[src/rtl/tdc_spi_pkg.sv]
// Shared types and constants for the TDC SPI responder: FSM states, command byte layout
// and default widths.
package tdc_spi_pkg;

  typedef enum logic [1:0] {
    IDLE,
    CMD,
    RD,
    WR
  } state_t;

  localparam int unsigned CMD_AI_BIT = 7;
  localparam int unsigned CMD_RW_BIT = 6;
  localparam int unsigned CMD_WIDTH  = 8;

  localparam int unsigned DEF_ADDR_WIDTH  = 6;
  localparam int unsigned DEF_RD_WIDTH    = 24;
  localparam int unsigned DEF_WR_WIDTH    = 8;
  localparam int unsigned DEF_SYNC_STAGES = 2;

  function automatic int unsigned max3(int unsigned a, int unsigned b, int unsigned c);
    int unsigned m;
    m = (a > b) ? a : b;
    return (m > c) ? m : c;
  endfunction

endpackage

[src/rtl/tdc_spi_responder_if.sv]
// Register-file port of the SPI responder: read request/data and write strobe.
interface tdc_spi_responder_if
  import tdc_spi_pkg::*;
#(
  parameter int unsigned ADDR_WIDTH = DEF_ADDR_WIDTH,
  parameter int unsigned RD_WIDTH   = DEF_RD_WIDTH,
  parameter int unsigned WR_WIDTH   = DEF_WR_WIDTH
) ();

  logic                  rd_en;
  logic [ADDR_WIDTH-1:0] rd_addr;
  logic [RD_WIDTH-1:0]   rd_data;
  logic                  wr_en;
  logic [ADDR_WIDTH-1:0] wr_addr;
  logic [WR_WIDTH-1:0]   wr_data;

  modport master (
    output rd_en,
    output rd_addr,
    input  rd_data,
    output wr_en,
    output wr_addr,
    output wr_data
  );

  modport slave (
    input  rd_en,
    input  rd_addr,
    output rd_data,
    input  wr_en,
    input  wr_addr,
    input  wr_data
  );

endinterface

[src/rtl/spi_sync_edge.sv]
// Multi-flop synchronizer for an asynchronous pin with registered one-clk rise/fall pulses.
// Flops reset low so a pin already low at reset release produces no falling edge.
module spi_sync_edge #(
  parameter int unsigned SYNC_STAGES = 2
) (
  input  logic clk,
  input  logic rst_n,
  input  logic d,
  output logic level,
  output logic rise,
  output logic fall
);

  logic [SYNC_STAGES-1:0] sync_q;
  logic                   prev_q;
  logic                   rise_q;
  logic                   fall_q;

  assign level = sync_q[SYNC_STAGES-1];

  always_ff @(posedge clk or negedge rst_n) begin
    if (!rst_n) begin
      sync_q <= '0;
      prev_q <= 1'b0;
      rise_q <= 1'b0;
      fall_q <= 1'b0;
    end else begin
      sync_q <= (sync_q << 1) | SYNC_STAGES'(d);
      prev_q <= level;
      rise_q <= level & ~prev_q;
      fall_q <= ~level & prev_q;
    end
  end

  assign rise = rise_q;
  assign fall = fall_q;

endmodule

[src/rtl/tdc_spi_responder.sv]
// SPI mode-0 slave for the TDC command/data protocol: decodes the command byte and turns
// each frame into register-port read requests and write strobes.
module tdc_spi_responder
  import tdc_spi_pkg::*;
#(
  parameter int unsigned ADDR_WIDTH  = DEF_ADDR_WIDTH,
  parameter int unsigned RD_WIDTH    = DEF_RD_WIDTH,
  parameter int unsigned WR_WIDTH    = DEF_WR_WIDTH,
  parameter int unsigned SYNC_STAGES = DEF_SYNC_STAGES
) (
  input  logic                clk,
  input  logic                rst_n,
  input  logic                sclk,
  input  logic                ss_n,
  input  logic                mosi,
  output logic                miso,
  output logic                miso_oe,
  output logic                frame_done,
  output logic                busy,
  tdc_spi_responder_if.master reg_port
);

  localparam int unsigned MAX_WIDTH = max3(CMD_WIDTH, RD_WIDTH, WR_WIDTH);
  localparam int unsigned CNT_WIDTH = $clog2(MAX_WIDTH);

  logic sclk_level, sclk_rise, sclk_fall;
  logic ss_level, ss_rise, ss_fall;
  logic unused_sclk_level;
  logic [SYNC_STAGES-1:0] mosi_sync_q;
  logic mosi_s;

  spi_sync_edge #(.SYNC_STAGES(SYNC_STAGES)) u_sclk_sync (
    .clk  (clk),
    .rst_n(rst_n),
    .d    (sclk),
    .level(sclk_level),
    .rise (sclk_rise),
    .fall (sclk_fall)
  );

  spi_sync_edge #(.SYNC_STAGES(SYNC_STAGES)) u_ss_sync (
    .clk  (clk),
    .rst_n(rst_n),
    .d    (ss_n),
    .level(ss_level),
    .rise (ss_rise),
    .fall (ss_fall)
  );

  assign unused_sclk_level = sclk_level;
  assign mosi_s            = mosi_sync_q[SYNC_STAGES-1];

  state_t                state_q, state_d;
  logic [CNT_WIDTH-1:0]  cnt_q, cnt_d;
  logic [CMD_WIDTH-2:0]  cmd_q, cmd_d;
  logic [WR_WIDTH-2:0]   rx_q, rx_d;
  logic [RD_WIDTH-1:0]   tx_q, tx_d;
  logic [ADDR_WIDTH-1:0] addr_q, addr_d;
  logic                  ai_q, ai_d;
  logic                  done_q, done_d;
  logic                  miso_q, miso_d;
  logic                  rd_en_q, rd_en_d;
  logic                  load_q, load_d;
  logic [ADDR_WIDTH-1:0] rd_addr_q, rd_addr_d;
  logic                  wr_en_q, wr_en_d;
  logic [ADDR_WIDTH-1:0] wr_addr_q, wr_addr_d;
  logic [WR_WIDTH-1:0]   wr_data_q, wr_data_d;
  logic                  frame_done_q, frame_done_d;

  logic [CMD_WIDTH-1:0]  cmd_word;
  logic [WR_WIDTH-1:0]   wr_word;

  assign cmd_word = {cmd_q, mosi_s};
  assign wr_word  = {rx_q, mosi_s};

  always_comb begin
    state_d      = state_q;
    cnt_d        = cnt_q;
    cmd_d        = cmd_q;
    rx_d         = rx_q;
    tx_d         = tx_q;
    addr_d       = addr_q;
    ai_d         = ai_q;
    done_d       = done_q;
    miso_d       = miso_q;
    rd_en_d      = 1'b0;
    load_d       = rd_en_q;
    rd_addr_d    = rd_addr_q;
    wr_en_d      = 1'b0;
    wr_addr_d    = wr_addr_q;
    wr_data_d    = wr_data_q;
    frame_done_d = 1'b0;

    // A deasserting select overrides any SCLK edge seen in the same cycle.
    if (ss_rise) begin
      frame_done_d = (state_q != IDLE);
      state_d      = IDLE;
      cnt_d        = '0;
      done_d       = 1'b0;
      miso_d       = 1'b0;
    end else begin
      unique case (state_q)
        IDLE: begin
          miso_d = 1'b0;
          if (ss_fall) begin
            state_d = CMD;
            cnt_d   = '0;
            done_d  = 1'b0;
          end
        end
        CMD: begin
          miso_d = 1'b0;
          if (sclk_rise) begin
            cmd_d = cmd_word[CMD_WIDTH-2:0];
            cnt_d = cnt_q + CNT_WIDTH'(1);
            if (cnt_q == CNT_WIDTH'(CMD_WIDTH - 1)) begin
              cnt_d  = '0;
              ai_d   = cmd_word[CMD_AI_BIT];
              addr_d = cmd_word[ADDR_WIDTH-1:0];
              if (cmd_word[CMD_RW_BIT]) begin
                state_d = WR;
              end else begin
                state_d   = RD;
                rd_en_d   = 1'b1;
                rd_addr_d = cmd_word[ADDR_WIDTH-1:0];
              end
            end
          end
        end
        RD: begin
          if (done_q) begin
            miso_d = 1'b0;
          end else if (sclk_fall) begin
            miso_d = tx_q[RD_WIDTH-1];
            tx_d   = {tx_q[RD_WIDTH-2:0], 1'b0};
          end
          if (sclk_rise && !done_q) begin
            cnt_d = cnt_q + CNT_WIDTH'(1);
            if (cnt_q == CNT_WIDTH'(RD_WIDTH - 1)) begin
              cnt_d = '0;
              if (ai_q) begin
                addr_d    = addr_q + ADDR_WIDTH'(1);
                rd_en_d   = 1'b1;
                rd_addr_d = addr_q + ADDR_WIDTH'(1);
              end else begin
                done_d = 1'b1;
              end
            end
          end
        end
        WR: begin
          miso_d = 1'b0;
          if (sclk_rise && !done_q) begin
            rx_d  = wr_word[WR_WIDTH-2:0];
            cnt_d = cnt_q + CNT_WIDTH'(1);
            if (cnt_q == CNT_WIDTH'(WR_WIDTH - 1)) begin
              cnt_d     = '0;
              wr_en_d   = 1'b1;
              wr_addr_d = addr_q;
              wr_data_d = wr_word;
              if (ai_q) begin
                addr_d = addr_q + ADDR_WIDTH'(1);
              end else begin
                done_d = 1'b1;
              end
            end
          end
        end
        default: state_d = IDLE;
      endcase
    end

    // Register file returns data the cycle after rd_en.
    if (load_q) begin
      tx_d = reg_port.rd_data;
    end
  end

  always_ff @(posedge clk or negedge rst_n) begin
    if (!rst_n) begin
      mosi_sync_q  <= '0;
      state_q      <= IDLE;
      cnt_q        <= '0;
      cmd_q        <= '0;
      rx_q         <= '0;
      tx_q         <= '0;
      addr_q       <= '0;
      ai_q         <= 1'b0;
      done_q       <= 1'b0;
      miso_q       <= 1'b0;
      rd_en_q      <= 1'b0;
      load_q       <= 1'b0;
      rd_addr_q    <= '0;
      wr_en_q      <= 1'b0;
      wr_addr_q    <= '0;
      wr_data_q    <= '0;
      frame_done_q <= 1'b0;
    end else begin
      mosi_sync_q  <= (mosi_sync_q << 1) | SYNC_STAGES'(mosi);
      state_q      <= state_d;
      cnt_q        <= cnt_d;
      cmd_q        <= cmd_d;
      rx_q         <= rx_d;
      tx_q         <= tx_d;
      addr_q       <= addr_d;
      ai_q         <= ai_d;
      done_q       <= done_d;
      miso_q       <= miso_d;
      rd_en_q      <= rd_en_d;
      load_q       <= load_d;
      rd_addr_q    <= rd_addr_d;
      wr_en_q      <= wr_en_d;
      wr_addr_q    <= wr_addr_d;
      wr_data_q    <= wr_data_d;
      frame_done_q <= frame_done_d;
    end
  end

  assign busy       = (state_q != IDLE);
  assign miso_oe    = busy & ~ss_level;
  assign miso       = miso_q;
  assign frame_done = frame_done_q;

  assign reg_port.rd_en   = rd_en_q;
  assign reg_port.rd_addr = rd_addr_q;
  assign reg_port.wr_en   = wr_en_q;
  assign reg_port.wr_addr = wr_addr_q;
  assign reg_port.wr_data = wr_data_q;

endmodule

[src/flat_wrapper.sv]
// flat-port wrapper written by rule: the top's interface ports become plain ports
module tdc_spi_responder_flat import tdc_spi_pkg::*;
#(
  parameter int unsigned ADDR_WIDTH  = DEF_ADDR_WIDTH,
  parameter int unsigned RD_WIDTH    = DEF_RD_WIDTH,
  parameter int unsigned WR_WIDTH    = DEF_WR_WIDTH,
  parameter int unsigned SYNC_STAGES = DEF_SYNC_STAGES
)
  (clk, rst_n, sclk, ss_n, mosi, miso, miso_oe, frame_done, busy, reg_port_rd_en, reg_port_rd_addr, reg_port_rd_data, reg_port_wr_en, reg_port_wr_addr, reg_port_wr_data);
  tdc_spi_responder_if #(.ADDR_WIDTH(ADDR_WIDTH), .RD_WIDTH(RD_WIDTH), .WR_WIDTH(WR_WIDTH)) reg_port_i ();
  input  logic clk;
  input  logic rst_n;
  input  logic sclk;
  input  logic ss_n;
  input  logic mosi;
  output logic miso;
  output logic miso_oe;
  output logic frame_done;
  output logic busy;
  output wire logic [$bits(reg_port_i.rd_en)-1:0] reg_port_rd_en;
  output wire logic [$bits(reg_port_i.rd_addr)-1:0] reg_port_rd_addr;
  input wire logic [$bits(reg_port_i.rd_data)-1:0] reg_port_rd_data;
  output wire logic [$bits(reg_port_i.wr_en)-1:0] reg_port_wr_en;
  output wire logic [$bits(reg_port_i.wr_addr)-1:0] reg_port_wr_addr;
  output wire logic [$bits(reg_port_i.wr_data)-1:0] reg_port_wr_data;
  assign reg_port_rd_en = reg_port_i.rd_en;
  assign reg_port_rd_addr = reg_port_i.rd_addr;
  assign reg_port_i.rd_data = reg_port_rd_data;
  assign reg_port_wr_en = reg_port_i.wr_en;
  assign reg_port_wr_addr = reg_port_i.wr_addr;
  assign reg_port_wr_data = reg_port_i.wr_data;
  tdc_spi_responder #(.ADDR_WIDTH(ADDR_WIDTH), .RD_WIDTH(RD_WIDTH), .WR_WIDTH(WR_WIDTH), .SYNC_STAGES(SYNC_STAGES)) u_core (.clk(clk), .rst_n(rst_n), .sclk(sclk), .ss_n(ss_n), .mosi(mosi), .miso(miso), .miso_oe(miso_oe), .frame_done(frame_done), .busy(busy), .reg_port(reg_port_i));
endmodule
[config.mk]
export PLATFORM = sky130hd
export DESIGN_NAME = tdc_spi_responder_flat
export DESIGN_NICKNAME = d
export VERILOG_FILES = /design/src/rtl/tdc_spi_pkg.sv /design/src/rtl/tdc_spi_responder_if.sv /design/src/rtl/spi_sync_edge.sv /design/src/rtl/tdc_spi_responder.sv /design/src/flat_wrapper.sv
export SDC_FILE = /design/constraint.sdc
export NUM_CORES = 1
export LEC_CHECK = 0
export CAP_MARGIN = 10
export CELL_PAD_IN_SITES_DETAIL_PLACEMENT = 1
export CELL_PAD_IN_SITES_GLOBAL_PLACEMENT = 2
export CORE_ASPECT_RATIO = 1.25
export CORE_UTILIZATION = 39
export CTS_CLUSTER_DIAMETER = 80
export DETAILED_ROUTE_END_ITERATION = 8
export PLACE_DENSITY = 0.91
export SLEW_MARGIN = 20
export SYNTH_ARGS = -nofsm -noshare
export SYNTH_HDL_FRONTEND = slang
export SYNTH_SLANG_ARGS = --single-unit
export TNS_END_PERCENT = 20
[constraint.sdc]
create_clock -name clk -period 4.18 [get_ports clk]
set_input_delay 0.836 -clock clk [delete_from_list [all_inputs] [get_ports clk]]
set_output_delay 0.836 -clock clk [all_outputs]
set_load 0.01 [all_outputs]
Word level (Yosys, flattened, before mapping)

Index checks and enable logic that the tools add are counted.

Output and inout bits: 26
Bits in latches: 0
Register bits: 90
Memory bits (writable): 0
Memory bits (read-only): 0
Word-level logic and storage cells: 143
Memories kept: 0

Multipliers: 0
$lt $le $gt $ge: 0
Reductions and logical operators: 21
Mux-type cells: 59
Shift operators: 0
Eq/ne operators: 23
Divide/modulo/power cells: 0
Bitwise gates (word level): 13
$add $sub $neg: 2

Operators by type and width:

| kind                                                                    | number |
|---|---|
| 24-bit 2-to-1 mux                                                       | 5 |
| 6-bit 2-to-1 mux                                                        | 13 |
| 5-bit 2-to-1 mux                                                        | 7 |
| 1-bit 2-to-1 mux                                                        | 23 |
| 5-bit one-hot mux with 4 select lines                                   | 1 |
| 4-bit AND reduction                                                     | 5 |
| 6-bit one-hot mux with 3 select lines                                   | 1 |
| 8-bit AND reduction                                                     | 2 |
| 3-bit by 2-bit inequality test with 1-bit output, second input constant | 5 |
| 2-bit by 1-bit inequality test with 1-bit output, second input constant | 7 |
| 6-bit one-hot mux with 2 select lines                                   | 1 |
| 2-bit 2-to-1 mux                                                        | 4 |
| 2-bit nonzero test                                                      | 4 |
| 6-bit by 1-bit adder with 6-bit output, second input constant           | 1 |
| 2-bit inequality test, second input constant                            | 3 |
| 3-bit inequality test, second input constant                            | 2 |
| 2-bit by 1-bit bitwise OR with 2-bit output                             | 3 |
| 3-bit AND reduction                                                     | 2 |
| 6-bit AND reduction                                                     | 1 |
| 3-bit nonzero test                                                      | 2 |
| 5-bit by 1-bit adder with 5-bit output, second input constant           | 1 |
| 1-bit bitwise AND                                                       | 5 |
| 5-bit by 3-bit equality test with 1-bit output, second input constant   | 1 |
| 5-bit equality test, second input constant                              | 1 |
| other kinds (12)                                                        | 18 |

Longest topological paths before layout

Gate-level depths: netlist of the first run.

Depth after elaboration: 5
Mapped depth: 8
Gate-level depth less buffers: 7

Cells and area by module

From an unflattened synthesis of the first run, not the netlist that was laid out.

Cell total of the unflattened synthesis: 352
Area, all modules: 4036.4 um^2

By module, submodules not included:

| module            | times used | area an instance (um^2) | sequential area each (um^2) | cells each |
|---|---|---|---|---|
| tdc_spi_responder | 1          | 3756.1                  | 2001.9                      | 338 |
| spi_sync_edge     | 2          | 140.1                   | 125.1                       | 7 |

Least setup slack after synthesis of the first run

OpenSTA, ideal clock, no wires.

Kind: reg-to-reg
Start: register u_core.state_q[1]
End: register u_core.cnt_q[2]
Stages on the path, launching flop included: 9
Data required time: 4.114 ns
Buffers on the path: 2
Path slack: 2.248 ns
Arrival: 1.866 ns
Library setup time: 0.066 ns
Path through: dfrtp_1 ha_1 buf_6 or2_1 buf_6 o21ai_4 a21oi_2 or4b_1 nand2_1

Cells in the longest elaborated chain, start to end: 3
Elaborated cells between the ends (all ways): 11
Classes of those cells: 7 x eq/ne; 2 x mux; 2 x reduce/logical

Ends and longest elaborated chain:

| item                                                                                     | line                     | text |
|---|---|---|
| start: declaration                                                                       | tdc_spi_responder.sv:53  | `state_t state_q, state_d;` |
| start signal: assignment                                                                 | tdc_spi_responder.sv:200 | `state_q <= state_d;` |
| 2-bit equality test, or another cell as far along                                        | tdc_spi_responder.sv:102 | `unique case (state_q)` |
| 3-bit by 2-bit inequality test with 1-bit output (no line), or another cell as far along | n/a                      |  |
| 4-bit AND reduction (no line) / 5-bit 2-to-1 mux (equally long branches)                 | n/a                      |  |
| end signal: assignment                                                                   | tdc_spi_responder.sv:201 | `cnt_q <= cnt_d;` |
| end: declaration                                                                         | tdc_spi_responder.sv:54  | `logic [CNT_WIDTH-1:0] cnt_q, cnt_d;` |

Several ways; a longest one is shown, not always the timed one.
A chain may end at the register's enable or synchronous reset.

Final worst setup path of the first run

Start: register u_core.state_q[0]
End: output miso_oe

Cells in the longest elaborated chain, start to end: 2

Ends and longest elaborated chain:

| item               | line                     | text |
|---|---|---|
| 2-bit nonzero test | tdc_spi_responder.sv:219 | `assign busy = (state_q != IDLE);` |
| 1-bit bitwise AND  | tdc_spi_responder.sv:220 | `assign miso_oe = busy & ~ss_level;` |
| end: declaration   | flat_wrapper.sv:17       | `output logic miso_oe;` |

No other way between the ends.

==> results, run 1 <==
- The leading register cell type out of synthesis is dfrtp_1.
- TritonCTS built the clock tree.
- For this block, the initial DRC count from the detailed router was 100.
- The hold violation count in the final report is 0.
- The final routed wire length divided by cell count is 15.9 um.
- The clock latency on the worst-skew pair is 0.34 ns.
- The time the worst path needs with I/O delays and setup is 2.67 ns.
- The cell area after synthesis is 0.00411 mm2.
- The kind of path behind the tightest hold check is flip-flop to flip-flop.
- In this run the remaining antenna-violating nets after routing total 0.
- The global router's overall resource usage is 0.173.
- The placer congestion estimate is 0.747.
- Leaving out fill and tap cells, the most frequent cells in the layout are 90 x dfrtp_1, 53 x clkdlybuf4s50_1, 40 x nand2_1.
- The share of the Yosys chip area taken by registers is 0.547.
- The first global-routing pass estimated 14500 um of wire.
- Setup repair after global routing left no endpoint under its margin.
- The maximum resistive drop on vdd is 0.197 mV.
- Buffers inserted to repair hold after CTS numbered 0.
- The number of setup violations in the final report is 0.
- For this run, the post-layout net count is 449.
- The headroom to the max-slew limit is 0.510.
- Between clock sinks in the finished design, the worst skew comes to 0.00787 ns.
- After synthesis, the mean cell area works out to 11.4 um2.
- At the worst endpoint, the required time is 3.34 ns.
- Ranked by total cell area, the synthesized netlist is headed by dfrtp_1 55%, mux2_2 7.4%, mux2i_1 6.1%.
- The number of nets produced by synthesis is 398.
- The most common library cell in the layout ignoring fill and taps is dfrtp_1.
- Wires add up to 8710 um.
- The number of CTS-inserted buffers is 9.
- Summed over all layers, the global routing overflow is 0.
- The max-slew violation total from the final report is 0.
- The run finished with clean final reports.
- The worst setup path is captured at a primary output.
- Counting along the longest clock path gives a buffer depth of 2.
- Once placement finished, the instance area stood at 0.00475 mm2.
- The number of flops mapped to enable cells by yosys is 0.
- Max-cap violations in this run came to 0.
- The number of sinks driven by the clock tree is 90.
- After routing, the total negative slack on setup checks comes to 0 ns.
- The cell count after synthesis came out at 362.
- The area of all placed cells without fillers is 0.00508 mm2.
- The number of placement rows is 41.
- The number of port buffers is 54.
- The post-CTS setup buffer count is 0.
- In this run, synthesis produced a sequential element count of 90.
- At the pin with the least slew margin, the transition time is 0.736 ns.
- The number of antenna violations at the first check in global routing is 0.
- The critical path start-end classification is flip-flop to primary output.
- The cell leakage power is 2.11 nW.
- For the worst setup path, the data arrival time is 1.83 ns.
- The x dimension of the die is 93.9 um.
- The total core area is 0.0102 mm2.
- The ratio of cells with drive above 1 in the final layout is 0.151.
- The number of gates resized after CTS is 0.
- For this design the top-level I/O count stands at 55.
- After clock tree synthesis, the clock-pin slew on the worst setup and hold paths is 0.07 ns.
- The repair_antennas step left the layout with diodes totalling 0.
- STA classifies the critical path startpoint as a flip-flop.
- The cell type contributing the most total cell area after synthesis is dfrtp_1.
- CTS built an H-tree with a depth of 3.
- After detailed routing, the number of vias per cell comes to 5.15.
- The number of global-route vias before repair is 2960.
- For this design the ratio of total power to cell area is 474 mW/mm2.
- Of the post-synthesis cell area, the dominant cell type holds 0.547.
- The root buffer selected by CTS is clkbuf_16.
- Measured along the y axis, the die boundary spans 117 um.
- The final cycle utilization of the critical path is 0.638.
- The floorplan step defined a die boundary enclosing 0.0110 mm2.
- The first-pass iteration count of the detailed router is 4.
- The top achievable clock speed is 375 MHz.
- The worst-path maximum fanout is 7.
- The number of different library cells used by synthesis comes to 45.
- The routed layout has 2818 vias.
- Of all flip-flops after synthesis, the portion carrying an async set or reset was 1.00.
- The initial utilization of the core area, before any placement, comes to 0.405.
- The final HPWL from detailed placement is 5930 um.
- The Yosys warning count is 0.
- The growth of design area from synthesis to finish is 23.5%.
- In the routed design, unresolved DRC markers number 0.
- The largest net degree at the start of global routing is 82.
[final timing paths]
path,from,end,slack [ns],cells after the start
max,u_core.state_q[0],miso_oe,1.51,4
min,u_core.u_ss_sync.sync_q[0],u_core.u_ss_sync.sync_q[1],0.35,0
max reg2reg,u_core.state_q[0],u_core.cnt_q[2],1.72,7
min reg2reg,u_core.u_ss_sync.sync_q[0],u_core.u_ss_sync.sync_q[1],0.35,0
max in group asynchronous,rst_n,u_core.cmd_q[4],2.99,2
min in group asynchronous,rst_n,u_core.tx_q[10],0.53,1
[final cells by class]
| type | count | area, um2 |
|---|---|---|
| clock buffer | 9 | 225 |
| fill | 1088 | 5070 |
| sequential | 90 | 2250 |
| inverter | 8 | 30.0 |
| clock inverter | 7 | 103 |
| multi-input combinational | 247 | 1750 |
| timing repair buffer | 57 | 564 |
| tap | 129 | 161 |
[metal layers]
metal / vias up / part of all wire / GRT usage
li1: 1371 / - / -
met1: 1391 / 0.46 / 0.222
met2: 50 / 0.49 / 0.294
met3: 6 / 0.037 / 0.0291
met4: 0 / 0.0078 / 0.0636
met5: - / 0 / 0
[registers in the layout, indices dropped and copies added (netlist names), 2 cells and up]
signal,count
u_core.state_q,2
u_core.cnt_q,5
u_core.mosi_sync_q,2
u_core.reg_port.wr_data,8
u_core.cmd_q,7
u_core.u_sclk_sync.sync_q,2
u_core.reg_port.wr_addr,6
u_core.reg_port.rd_addr,6
u_core.tx_q,24
u_core.u_ss_sync.sync_q,2
u_core.rx_q,7
u_core.addr_q,6
[power by group]
group	switching, mW	internal, mW
sequential	0.104	0.960
clock	0.347	0.529
combinational	0.233	0.236
[worst max-delay path: stages, from the launching register on]
cell and delay, ns:
dfrtp_1 0.42, inv_1 0.10, ha_1 0.30, nor2_1 0.13, clkdlybuf4s50_1 0.54
[kinds of logic (layout without fill, tap and decap cells)]
logic type	count (synthesis)	count (layout)	synth area share
buffers and inverters	25	81	0.0295
adders and majority gates	7	7	0.0213
and+or+nand+nor	103	103	0.128
AOI/OAI and AO/OA	74	74	0.105
muxes	59	59	0.160
DFF	90	90	0.547
xor gates and xnor gates	4	4	0.00852
[synthesized netlist by cell type (all sizes together) (5+ instances only)]
| cell type | number |
|---|---|
| ha | 7 |
| clkbuf | 9 |
| mux2 | 34 |
| nand3 | 6 |
| nor2b | 9 |
| nor3 | 6 |
| o31ai | 6 |
| a31oi | 5 |
| a21oi | 13 |
| nand2b | 5 |
| dfrtp | 90 |
| nand2 | 41 |
| o21ai | 43 |
| inv | 8 |
| mux2i | 25 |
| buf | 8 |
| nor2 | 21 |
[stage by stage]
stage / hold WS, ns / std cells / setup WS, ns / utilization / power (mW)
after floorplan: 0.331 / 362 / 2.25 / - / 1.34
after detailed placement: 0.341 / 531 / 1.73 / 0.468 / 1.55
after CTS: 0.355 / 547 / 1.48 / 0.500 / 2.44
final: 0.349 / 547 / 1.51 / 0.500 / 2.41
after global routing: 0.366 / 547 / 1.39 / 0.500 / 2.54
after global placement: 0.333 / 531 / 1.84 / 0.468 / 1.53
No activity file was read; power rests on OpenSTA's default activity.
==> inputs of run 2 (changes only) <==
- CORE_UTILIZATION: 39 -> 36
- PLACE_DENSITY: 0.91 -> 0.86
- clock period: 4.18 -> 2.6 ns (I/O delays scaled with it)
==> run 2 against run 1 <==
The run now ends with design-rule violations left. Via count grew 1.6%. Combinational power is 59% higher. Clock skew is 0.0035 ns higher. First-iteration DRC count decreased by 14%. Sequential power is 62% higher. Sequential share of layout area shrank 0.28 points. Core utilization decreased by 4.1 points. Largest power group unchanged.
==> results, run 2 (synthesis gave the netlist of run 1 again) <==
- The worst hold path belongs to the class input port to async pin.
- The global router's overall resource usage came to 0.163 (-0.0101).
- The number of vias per cell is 5.16 (+0.17%).
- The number of port buffers came to 54 (unchanged).
- The kind of start point of the critical path is a flip-flop.
- Ranked by flip-flop count, first place goes to u_core.tx_q.
- The DRC violations left is 14 (+14).
- The number of global-route vias before repair is 3045 (+2.9%).
- The post-CTS setup buffer count came to 0 (unchanged).
- The starting utilization of the core area is 0.369 (-0.0356).
- The maximum resistive drop on vdd is 0.328 mV (+66%).
- The library cells used most frequently in the layout, excluding fill and tap cells, are 90 x dfrtp_1, 53 x clkdlybuf4s50_1, 40 x nand2_1.
- The data arrival time at the worst-slack endpoint was 1.82 ns (about the same).
- The die area is 0.0119 mm2 (+8.2%).
- The number of setup violations in the final report was 0 (unchanged).
- The number of placed cells counting well taps is 539 (+1.5%).
- The data required time at the worst endpoint came to 2.08 ns (-1.26 ns).
- The placer congestion estimate was 0.816 (+9.1%).
- After layout, the minimum clock period comes to 2.34 ns.
- The cell leakage power is 2.12 nW (+0.79%).
- The count of inserted antenna diode cells is 0 (unchanged).
- The starting DRC count in detailed routing is 86 (-14%).
- The hold violation count in the final report came to 0 (unchanged).
- The power per standard cell area is 757 mW/mm2 (+60%).
- The headroom to the max-slew limit came to 0.552 (+0.0428).
- The layer flagged by global routing as most heavily used is met2.
- The depth of the CTS H-tree is 3 (unchanged).
- The top achievable clock speed is 428 MHz.
- The quantity of hold-fixing buffers added after cts is 0 (unchanged).
- The first-pass iteration count of the detailed router is 6 (+2).
- The remaining global-route overflow is 0 (unchanged).
- The final cycle utilization of the critical path is 0.898.
- The maximum clock insertion buffer count is 2 (unchanged).
- The antenna violation net count after detailed routing is 0 (unchanged).
- The number of gates resized after CTS is 0 (unchanged).
- The critical path is of the flip-flop to primary output type.
- The number of flip-flops in the largest register is 24 (unchanged).
- The growth of design area from synthesis to finish is 24.3%.
- The number of standard cells in the layout, taps in and fillers out is 555 (+1.5%).
- The clock transition at the register clock pins on the worst setup and hold paths after CTS was 0.07 ns (about the same).
- The x dimension of the die is 97.6 um (+4.0%).
- The worst-path maximum fanout is 7 (unchanged).
- The routing usage on met3 is 0.0346 (+0.00549).
- The number of placement rows is 43 (+4.9%).
- The worst setup path is captured at a primary output.
- The most common library cell in the layout ignoring fill and taps is dfrtp_1.
- The met2 usage is 0.274 (-0.0195).
- The number of antenna violations at the first check in global routing is 0 (unchanged).
- The total core area was 0.0111 mm2 (+9.6%).
- The post-route clock skew came to 0.0114 ns (+0.00354 ns).
- The run finished, with violations left.
- The number of maximum-capacitance constraint violations is 0 (unchanged).
- The final routed wire length divided by cell count came to 15.8 um (-0.88%).
- The ratio of cells with drive above 1 in the final layout is 0.155 (+0.00404).
- Setup repair after global routing left no endpoint under its margin.
- The final routed wirelength across all metal layers came to 8760 um (+0.57%).
- The met1 global-route usage is 0.205 (-0.0161).
- The wire length of the first global-routing pass is 15200 um (+4.5%).
- The number of sinks driven by the clock tree came to 90 (unchanged).
- The transition time at the pin with the least slew margin is 0.669 ns (-0.0667 ns).
- The tree is rooted in a clkbuf_16.
- The final HPWL from detailed placement is 6070 um (+2.3%).
- The number of vias after detailed routing is 2864 (+1.6%).
- The number of primary I/O pins is 55 (unchanged).
- TritonCTS built the clock tree.
- The die height is 122 um (+4.0%).
- The total negative slack came to 0 ns (unchanged).
- The area of all placed cells without fillers is 0.00511 mm2 (+0.64%).
- The number of CTS-inserted buffers is 9 (unchanged).
- The max-slew violation total from the final report came to 0 (unchanged).
- The cell area after placement is 0.00479 mm2 (+0.74%).
- The largest net degree at the start of global routing came to 47 (-43%).
- The number of nets in the layout came to 451 (+0.45%).
- The worst hold slack was 0.176 ns (-0.173 ns).
- The clock latency on the worst-skew pair is 0.34 ns (about the same).
- The checks that failed: design-rule violations.
-- run 2: stage by stage --
step           worst slack [ns]  utilization  total power [mW]
2_1_floorplan             0.668            -              2.16
5_1_grt                   0.165        0.459              4.08
6_report                  0.264        0.459              3.87
4_1_cts                   0.221        0.459              3.93
3_5_place_dp              0.372        0.430              2.50
3_3_place_gp              0.452        0.430              2.47
-- run 2: worst max-delay path: stages, from the launching register on --
cell             delay [ns]
dfrtp_1                0.41
inv_1                  0.10
ha_1                   0.30
nor2_1                 0.13
clkdlybuf4s50_1        0.54
-- run 2: metal layers --
metal | up-vias | routed length [um]
met4 | 0 | 156
met5 | - | 0
li1 | 1365 | -
met3 | 14 | 285
met1 | 1439 | 3940
met2 | 46 | 4380
-- run 2: power by group --
| part | leakage (nW) | total (mW) | switching (mW) | internal (mW) |
|---|---|---|---|---|
| combinational | 0.875 | 0.747 | 0.366 | 0.381 |
| clock | 0.159 | 1.41 | 0.542 | 0.870 |
| sequential | 1.09 | 1.72 | 0.171 | 1.54 |
| total | 2.12 | 3.87 | 1.08 | 2.79 |
-- run 2: layout make-up --
class	instances	area, um2
fillers	1207	6020
flip-flops and latches	90	2250
multi-input cells	247	1750
repair buffers	59	588
clock buffers	10	239
well taps	135	169
clock inverters	6	90.1
inverters	8	30.0
-- run 2: worst paths after layout --
kind	from	to	slack (ns)	cells after the start
setup / recovery	u_core.state_q[0]	miso_oe	0.26	4
hold / removal	rst_n	u_core.tx_q[11]	0.18	1
setup reg to reg	u_core.state_q[0]	u_core.cnt_q[2]	0.39	7
hold reg to reg	u_core.u_ss_sync.sync_q[0]	u_core.u_ss_sync.sync_q[1]	0.35	0
max in group asynchronous	rst_n	u_core.reg_port.rd_addr[0]	1.76	2
min in group clk	u_core.u_ss_sync.sync_q[0]	u_core.u_ss_sync.sync_q[1]	0.35	0
